<file path="src/rtl/cbus_arbiter.sv">
// rtl/cbus_arbiter.sv - round-robin arbiter sharing one cbus memory port between several masters
//
// Purpose: grants the downstream cbus to one requester for a complete burst,
// from the grant cycle until the response beat carrying ready && last. The
// search for the next owner starts one past the previous owner, so grants
// rotate fairly. Only the owner's request is forwarded and only the owner
// sees the memory response; everything else reads as zero.
//
// Ports:
//   clk     in   single clock, rising edge
//   reset   in   asynchronous active-high reset
//   ireqs   in   NUM_INPUTS x cbus_req_t, requests from the masters
//   oresps  out  NUM_INPUTS x cbus_resp_t, responses to the masters
//   oreq    out  cbus_req_t, request to the memory side
//   iresp   in   cbus_resp_t, response from the memory side

package cbus_pkg;
  typedef struct packed {
    logic        valid;
    logic        is_write;
    logic [2:0]  size;
    logic [63:0] addr;
    logic [7:0]  len;      // beats minus one
    logic [1:0]  burst;
    logic [63:0] data;
    logic [7:0]  strobe;
  } cbus_req_t;            // 151 bits

  typedef struct packed {
    logic        ready;
    logic        last;
    logic [63:0] data;
  } cbus_resp_t;           // 66 bits

  localparam logic [7:0] MLEN1  = 8'd0;
  localparam logic [7:0] MLEN2  = 8'd1;
  localparam logic [7:0] MLEN4  = 8'd3;
  localparam logic [7:0] MLEN8  = 8'd7;
  localparam logic [7:0] MLEN16 = 8'd15;
endpackage

module cbus_arbiter
  import cbus_pkg::*;
#(
  parameter int NUM_INPUTS = 2
) (
  input  logic       clk,
  input  logic       reset,
  input  cbus_req_t  ireqs  [NUM_INPUTS],
  output cbus_resp_t oresps [NUM_INPUTS],
  output cbus_req_t  oreq,
  input  cbus_resp_t iresp
);

  localparam int IW = $clog2(NUM_INPUTS);

  typedef enum logic {
    IDLE = 1'b0,
    BUSY = 1'b1
  } state_e;

  state_e        state_q, state_d;
  logic [IW-1:0] owner_q, owner_d;
  logic [IW-1:0] last_grant_q, last_grant_d;
  logic          found;
  logic [IW-1:0] cand;

  // Resetting last_grant to the top index makes input 0 the first choice.
  always_ff @(posedge clk or posedge reset) begin
    if (reset) begin
      state_q      <= IDLE;
      owner_q      <= '0;
      last_grant_q <= IW'(NUM_INPUTS - 1);
    end else begin
      state_q      <= state_d;
      owner_q      <= owner_d;
      last_grant_q <= last_grant_d;
    end
  end

  always_comb begin
    state_d      = state_q;
    owner_d      = owner_q;
    last_grant_d = last_grant_q;
    found        = 1'b0;
    cand         = '0;
    case (state_q)
      IDLE: begin
        // Scan last_grant+1 .. last_grant+NUM_INPUTS; the final candidate is
        // the previous owner itself, so a lone requester can be re-granted.
        for (int k = 1; k <= NUM_INPUTS; k++) begin
          cand = IW'((int'(last_grant_q) + k) % NUM_INPUTS);
          if (!found && ireqs[cand].valid) begin
            found   = 1'b1;
            owner_d = cand;
          end
        end
        if (found) begin
          state_d = BUSY;
        end
      end
      BUSY: begin
        // A beat only ends the burst when it is both accepted and last.
        if (iresp.ready && iresp.last) begin
          state_d      = IDLE;
          last_grant_d = owner_q;
        end
      end
      default: state_d = IDLE;
    endcase
  end

  // Live pass-through of the owner so per-beat write data reaches memory.
  always_comb begin
    oreq = '0;
    for (int i = 0; i < NUM_INPUTS; i++) begin
      oresps[i] = '0;
      if (state_q == BUSY && owner_q == IW'(i)) begin
        oreq      = ireqs[i];
        oresps[i] = iresp;
      end
    end
  end

endmodule

</file>
<file path="config.mk">
export PLATFORM = sky130hd
export DESIGN_NAME = cbus_arbiter
export DESIGN_NICKNAME = d
export VERILOG_FILES = /design/src/rtl/cbus_arbiter.sv
export SDC_FILE = /design/constraint.sdc
export NUM_CORES = 1
export LEC_CHECK = 0
export BUFFER_PORTS_ARGS = -buffer_cell sky130_fd_sc_hd__buf_4
export CAP_MARGIN = 20
export CORE_AREA = 5 5 249 251
export CTS_BUF_LIST = sky130_fd_sc_hd__clkbuf_8
export DETAILED_ROUTE_END_ITERATION = 16
export DIE_AREA = 0 0 254 256
export GPL_TIMING_DRIVEN = 1
export PLACE_DENSITY = 0.3
export SLEW_MARGIN = 15
export SYNTH_ARGS = -nofsm -noshare
export SYNTH_HDL_FRONTEND = slang
export SYNTH_SLANG_ARGS = --single-unit
export TNS_END_PERCENT = 100
</file>
<file path="constraint.sdc">
create_clock -name clk -period 1.7 [get_ports clk]
set_input_delay 0.255 -clock clk [delete_from_list [all_inputs] [get_ports clk]]
set_output_delay 0.255 -clock clk [all_outputs]
set_load 0.005 [all_outputs]
</file>
# [Yosys cells after proc, flatten, opt, wreduce, memory -nomap -nowiden]
# Cells that the tools add are included.
# W data, S select, Z words.
[totals] out_inout_bits=283 reg_bits=3
[op_classes] n_addsub=2 n_reduce_logical=8 n_lt_le_gt_ge=2 bitwise_logic=4 mux=19
[op_table] op="$mux W151" count=8
[op_table] op="$mux W66" count=2
[op_table] op="$mux W1" count=8
[op_table] op="$ge A2 B2 Y1 const B" count=2
[op_table] op="$logic_and A1 B1 Y1" count=4
[op_table] op="$not A1 Y2" count=2
[op_table] op="$reduce_and A2 Y1" count=2
[op_table] op="$add A1 B1 Y1 const B" count=2
[op_table] op="$not A1 Y1" count=2
[op_table] op="$pmux W1 S2" count=1
[op_table] op="$reduce_bool A2 Y1" count=1
[op_table] op="$logic_not A1 Y1" count=1

# [Logic depth before layout (Yosys ltp)]
# Gate-level depths: netlist of the first run.
[logic_depth] depth_word=13 depth_mapped=5 depth_no_buf=2

# [Least setup slack after synthesis of the first run]
# OpenSTA, ideal clock, no wires.
[synth_path] kind="register -> output" from="reg state_q" to="out oresps[100] (netlist bit)" slack_ns=0.441 n_path_buf=3 arrival_ns=1.004 path_stages_with_launch=6 path_cell_list="dfrtp_1 buf_4 nor2b_4 buf_6 buf_6 and2_1"
[synth_rtl] item="start, declared" line_no="62" source="state_e state_q, state_d;"
[synth_rtl] item="start signal, assigned" line_no="75" source="state_q <= state_d;"
[synth_rtl] item="end, declared" line_no="50" source="output cbus_resp_t oresps [NUM_INPUTS],"

==> results of run 1 <==
## area by class of cell
| cell class | instances | area, µm² | share of cell area |
|---|---|---|---|
| tap | 782 | 978.4 | 0.09905 |
| timing repair buffer | 701 | 5655 | 0.5725 |
| multi-input combinational | 441 | 3100 | 0.3139 |
| inverter | 2 | 12.51 | 0.001267 |
| clock inverter | 1 | 3.754 | 0.0003800 |
| clock buffer | 3 | 41.29 | 0.004180 |
| antenna | 2 | 5.005 | 0.0005066 |
| sequential | 3 | 81.33 | 0.008233 |
## flip-flops by register name, indices dropped and copies added, names as in the netlist
| signal | cells |
|---|---|
| state_q | 1 |
| owner_q | 1 |
| last_grant_q | 1 |
## how the worst max path moves through the flow
stage                       end                start  slack [ns]  depth (start not counted)
finish                oreq[121]  owner_q$_DFFE_PP0P_       -0.13                          6
global placement       oreq[85]  owner_q$_DFFE_PP0P_       -0.08                          5
CTS                    oreq[85]  owner_q$_DFFE_PP0P_       -0.13                          5
floorplan           oresps[100]    state_q$_DFF_PP0_        0.44                          5
global route         oresps[83]  owner_q$_DFFE_PP0P_       -0.18                          5
detailed placement     oreq[85]  owner_q$_DFFE_PP0P_       -0.11                          5
## power breakdown
| group | total [W] | switching, W | internal (W) | leakage [nW] |
|---|---|---|---|---|
| combinational | 0.00643 | 0.00263 | 0.00380 | 5.33 |
| clock | 0.000201 | 0.0000473 | 0.000154 | 0.0269 |
| sequential | 0.000128 | 0.0000239 | 0.000104 | 0.0309 |
| total | 0.00676 | 0.00270 | 0.00406 | 5.39 |
## kinds of logic after synthesis
logic type	count (synthesis)	share of synthesized area
AND/OR/NAND/NOR	287	0.3983
buffers and inverters	58	0.1483
AO/OA/AOI/OAI	2	0.005260
flip-flops	3	0.02139
multiplexers	152	0.4267
## per-layer routing
layer | up-vias | GRT usage | part of all wire | wire, µm
li1 | 2994 | - | - | -
met1 | 2736 | 0.08113 | 0.32 | 10170
met2 | 351 | 0.1757 | 0.56 | 17660
met3 | 14 | 0.02297 | 0.10 | 3163
met4 | 4 | 0.01805 | 0.012 | 386
met5 | - | 0 | 0.00057 | 18
## timing repair
action | in CTS | in global routing
hold buffers | 1 | 0
gates resized for setup | 38 | 11
setup endpoints to repair | 199 | 274
buffers inserted | 6 | 5
hold endpoints to repair | 2 | 0
gates cloned | 4 | 1
pin swaps | 2 | 3
## worst max-delay path, stage by stage, from the launching register on
cell     delay [ns]
dfrtp_4        0.50
buf_12         0.17
buf_12         0.13
buf_12         0.14
mux2i_1        0.17
nor2_1         0.07
buf_4          0.15
## layout by cell type (no fill, tap or decap)
cell	instances
diode_2	2
and2_4	1
dfrtp_2	1
inv_1	2
mux2i_2	8
nor2_2	4
dlygate4sd3_1	1
buf_12	16
buf_6	4
o31a_1	1
buf_16	5
nand2_1	1
clkbuf_16	1
nand2b_1	1
mux2_2	1
and3_1	62
dfrtp_4	1
clkbuf_8	3
and2_1	65
nand3_1	1
mux2i_4	6
a32o_1	1
mux2i_1	137
nor2b_4	1
inv_6	1
nor2_1	147
dfstp_2	1
buf_4	671
bufbuf_16	2
buf_8	1
and3_4	4
## metrics by stage
step | setup WS (ns) | cell area (µm²) | TNS [ns]
6_report | -0.1264 | 9878 | -11.82
5_1_grt | -0.1804 | 9878 | -28.37
4_1_cts | -0.1316 | 9752 | -14.17
3_5_place_dp | -0.1051 | 9341 | -0.1721
3_3_place_gp | -0.08442 | 9341 | -0.1521
2_1_floorplan | 0.4411 | 3568 | 0
==> impl_metrics.csv, run 1 <==
group,metric,value,unit
global_route,antenna_found_initial,4,
die,dieArea,65020,µm²
setup_path,crit_arrival,1.57,ns
placed_design,port_buffers,652,
cts,insertion_delay,0.22,ns
finish,fin_cells,1935,
setup_path,cp-end-kind,"output port",
sta,slew_viol_final,0,
setup_path,crit_required,1.44,ns
sta,fin_crit,1.826,ns
hold_path,hold_path_startpoint,"ireqs[301]",
die,pin_count,653,
setup_path,reg2reg_from,"state_q$_DFF_PP0_",
setup_path,rr_worst_depth,3,
yosys,synth_fp_nets,872,
yosys,synth_top_cell_area_share,0.4236,
power_and_ir_drop,static-leakage-power,5.386,nW
hold_path,hold_class,"input pin to register",
detailed_routing,post_drt_via_cell_ratio,3.152,
cts,cts_made_buffers,3,
finish,drive_gt1_frac,0.6360,
setup_path,worstSetupPathType,"register to output port",
sta,fin_ws,-0.1264,ns
finish,utilization,0.1655,
sta,worst_hold_slack,0.2968,ns
yosys,netlist_top_cells_count,"mux2i_1, nor2_1, and2_1, and3_1, clkbuf_1",
power_and_ir_drop,ir_drop,0.5168,mV
global_route,grt_pass1_vias,6305,
yosys,synth-seq-cells,3,
yosys,netlist_area,3568,µm²
sta,fmaxAchievable,0.5475,GHz
detailed_routing,via_count,6099,
yosys,ys_types,22,
power_and_ir_drop,pwr_density_cell,684.2,nW/µm²
cts,root_buffer,"clkbuf_8",
outcome,outcome,"finished with violations",
setup_path,r2r-end,"last_grant_q$_DFFE_PP1P_",
outcome,violations,"setup timing",
die,start_util,0.05979,
cts,clockBufferDepth,2,
yosys,yosys_most_used_dff,"dfrtp_1",
detailed_routing,first_iter_violations,172,
sta,hold_viol,0,
detailed_routing,routed_wirelength,31.40,mm
global_route,grt_start_max_net_pins,63,
die,core_area,59680,µm²
hold_path,whs_path_depth,2,
finish,syn_to_final_growth,176.8,%
yosys,synthArstFlopShare,1.000,
yosys,avgSynthCellArea,7.108,µm²
hold_path,min_to,"state_q$_DFF_PP0_",
detailed_routing,drt-pass1-iter-count,4,
die,die-width,254,µm
detailed_routing,avgRoutedWirePerCell,16.23,µm
global_route,grt_pass1_wl,41.78,mm
die,die_h,256,µm
finish,nets,1522,
detailed_routing,drtAntennaViolNets,0,
sta,rsz0062_at_grt,"yes",
yosys,synth_cells,502,
yosys,synth_area_leaders,"mux2i_1, nor2_1, and2_1",
sta,tightest_slew,0.3494,ns
cts,path_clk_slew,0.03,ns
global_route,grt.total_usage,0.08469,
sta,clock_skew,0.003031,ns
placed_design,gp_congestion,0.8008,
finish,num-fill-cells,6878,
cts,cts_tree,"built",
cts,htreeDepth,1,
placed_design,dp_hpwl,26.45,mm
setup_path,worstPathMaxFanout,10,
global_route,grt.overflow.total,0,
setup_path,startpoint_type,"register",
setup_path,ff2ff_setup_slack,0.38,ns
sta,finalSetupViolations,189,
power_and_ir_drop,finalPower,0.006759,W
detailed_routing,drcViolationCount,0,
yosys,synth_edf_count,0,
placed_design,dp.cells,1912,
sta,slew-limit-headroom,0.7671,
run,max_cap_violations,0,
yosys,yosys.area.top_type,"mux2i_1",
sta,period_share,1.074,
die,rows,90,
cts,clock-sinks,3,
yosys,synth-seq-area-share,0.02139,
yosys,ys_warn_count,0,
Power figures use the tool's default switching activity.
==> run 2, diff against run 1 <==
--- a/config.mk
+++ b/config.mk
@@ -12,7 +12,6 @@
 export DETAILED_ROUTE_END_ITERATION = 16
 export DIE_AREA = 0 0 254 256
 export GPL_TIMING_DRIVEN = 1
-export PLACE_DENSITY = 0.3
 export SLEW_MARGIN = 15
 export SYNTH_ARGS = -nofsm -noshare
 export SYNTH_HDL_FRONTEND = slang
==> run 2 against run 1 <==
Design area fell by 0.33%. Critical path depth stayed put. Sequential share of layout area barely moved. Sequential power about the same. Utilization down 0.054 points. Total power down 2.9%. Critical endpoint is now oreq[104]. Routed wire length decreased by 12%. Via count shrank 0.33%. Clock power decreased by 2%. Clock-buffer cell count unchanged. Combinational power decreased by 3%. The flow still finishes with violations (setup timing). Largest cell class unchanged. Clock skew decreased by 0.0011 ns.
==> impl_metrics.csv, run 2 (synthesis results as in run 1) <==
group,metric,value,unit
sta,finalSetupViolations,226,
setup_path,reg2reg_from,"state_q$_DFF_PP0_",
die,die_h,256,µm
detailed_routing,avgRoutedWirePerCell,14.17,µm
detailed_routing,drtAntennaViolNets,0,
setup_path,rr_worst_depth,3,
detailed_routing,via_count,6079,
die,die-width,254,µm
cts,clockBufferDepth,2,
finish,nets,1531,
setup_path,crit_arrival,1.60,ns
hold_path,min_to,"state_q$_DFF_PP0_",
power_and_ir_drop,pwr_density_cell,666.6,nW/µm²
finish,drive_gt1_frac,0.6336,
sta,fin_crit,1.856,ns
hold_path,hold_path_startpoint,"ireqs[301]",
placed_design,dp_hpwl,23.94,mm
detailed_routing,post_drt_via_cell_ratio,3.129,
finish,top_regs,"last_grant_q (1), owner_q (1), state_q (1)",
global_route,grt.overflow.total,0,
placed_design,dp_slack,0.03967,ns
power_and_ir_drop,static-leakage-power,5.408,nW
setup_path,crit_required,1.44,ns
detailed_routing,drt-pass1-iter-count,4,
setup_path,ff2ff_setup_slack,0.48,ns
setup_path,startpoint_type,"register",
die,rows,90,
finish,mostFrequentLayoutCell,"buf_4",
die,start_util,0.05979,
cts,root_buffer,"clkbuf_8",
placed_design,dp.cells,1927,
sta,fin_setup_tns,-16.46,ns
sta,hold_viol,0,
sta,fin_ws,-0.1561,ns
outcome,outcome,"finished with violations",
setup_path,cp-end-kind,"output port",
power_and_ir_drop,ir_drop,0.4366,mV
global_route,grt.total_usage,0.07489,
cts,cts_tree,"built",
global_route,antenna_found_initial,3,
finish,utilization,0.1650,
detailed_routing,drcViolationCount,0,
placed_design,port_buffers,652,
cts,htreeDepth,1,
detailed_routing,routed_wirelength,27.54,mm
global_route,grt_pass1_wl,37.37,mm
sta,tightest_slew,0.2923,ns
sta,clock_skew,0.001915,ns
power_and_ir_drop,finalPower,0.006563,W
die,dieArea,65020,µm²
sta,slew_viol_final,0,
setup_path,r2r-end,"last_grant_q$_DFFE_PP1P_",
cts,path_clk_slew,0.03,ns
cts,clock-sinks,3,
sta,slew-limit-headroom,0.8051,
die,core_area,59680,µm²
sta,rsz0062_at_grt,"yes",
setup_path,worstSetupPathType,"register to output port",
outcome,violations,"setup timing",
finish,syn_to_final_growth,175.9,%
placed_design,gp_congestion,0.8583,
die,pin_count,653,
hold_path,hold_class,"input pin to register",
global_route,grt_pass1_vias,6213,
detailed_routing,first_iter_violations,238,
run,max_cap_violations,0,
finish,mostFrequentLayoutCells,"buf_4, nor2_1, mux2i_1, and3_1, and2_1",
cts,insertion_delay,0.21,ns
cts,cts_made_buffers,3,
hold_path,whs_path_depth,2,
sta,period_share,1.092,
sta,fmaxAchievable,0.5388,GHz
global_route,grt_start_max_net_pins,49,
setup_path,worstPathMaxFanout,10,
finish,fin_cells,1943,
## run 2: cell count changes in the layout (fill, tap and decap cells not counted), sizes merged
| cell | before | now |
|---|---|---|
| clkbuf | 4 | 5 |
| buf | 697 | 707 |
| diode | 2 | 1 |
| bufbuf | 2 | 0 |
## run 2: how the worst max path moves through the flow
stage                   startpoint  cells past startpoint  slack [ns]          end
6_report       owner_q$_DFFE_PP0P_                      6       -0.16    oreq[104]
5_1_grt        owner_q$_DFFE_PP0P_                      6       -0.22   oresps[95]
4_1_cts        owner_q$_DFFE_PP0P_                      6       -0.15    oreq[101]
3_5_place_dp   owner_q$_DFFE_PP0P_                      6        0.04   oresps[95]
3_3_place_gp   owner_q$_DFFE_PP0P_                      6        0.06  oresps[117]
2_1_floorplan    state_q$_DFF_PP0_                      5        0.44  oresps[100]
## run 2: cell type report
| cell class | count | area (µm²) |
|---|---|---|
| fill | 6816 | 49840 |
| timing repair buffer | 710 | 5660 |
| multi-input combinational | 441 | 3068 |
| tap | 782 | 978.4 |
| sequential | 3 | 81.33 |
| clock buffer | 3 | 41.29 |
| inverter | 2 | 10.01 |
| clock inverter | 1 | 3.754 |
| antenna | 1 | 2.502 |
## run 2: repair_timing
| item | 4_1_cts | 5_1_grt |
|---|---|---|
| endpoints found under the hold margin | 2 | 0 |
| setup endpoints to repair | 196 | 235 |
| hold buffers | 1 | 0 |
| setup buffers | 5 | 2 |
| gates cloned | 1 | 2 |
| gates resized for setup | 28 | 20 |
| pin swaps | 0 | 3 |
## run 2: routing by layer
metal / part of all wire / track usage / up-vias
met5: 0.00047 / 0 / -
met4: 0.023 / 0.02118 / 2
met3: 0.11 / 0.02408 / 20
met2: 0.52 / 0.1431 / 395
met1: 0.34 / 0.07745 / 2659
li1: - / - / 3003
## run 2: per-stage QoR
step	area (µm²)	hold slack (ns)
final	9846	0.3165
after global routing	9846	0.3122
after CTS	9687	0.3191
after detailed placement	9443	0.1680
after global placement	9443	0.1667
after floorplan	3568	0.007918
## run 2: worst max-delay path, cell delays in order (launching register included)
cell and delay (ns):
dfrtp_4 0.50, buf_12 0.16, buf_16 0.16, buf_6 0.13, mux2i_2 0.20, nor2_1 0.07, buf_4 0.14
## run 2: power breakdown
group,switching [W],internal (W)
sequential,0.0000228,0.000104
clock,0.0000434,0.000153
combinational,0.00250,0.00374
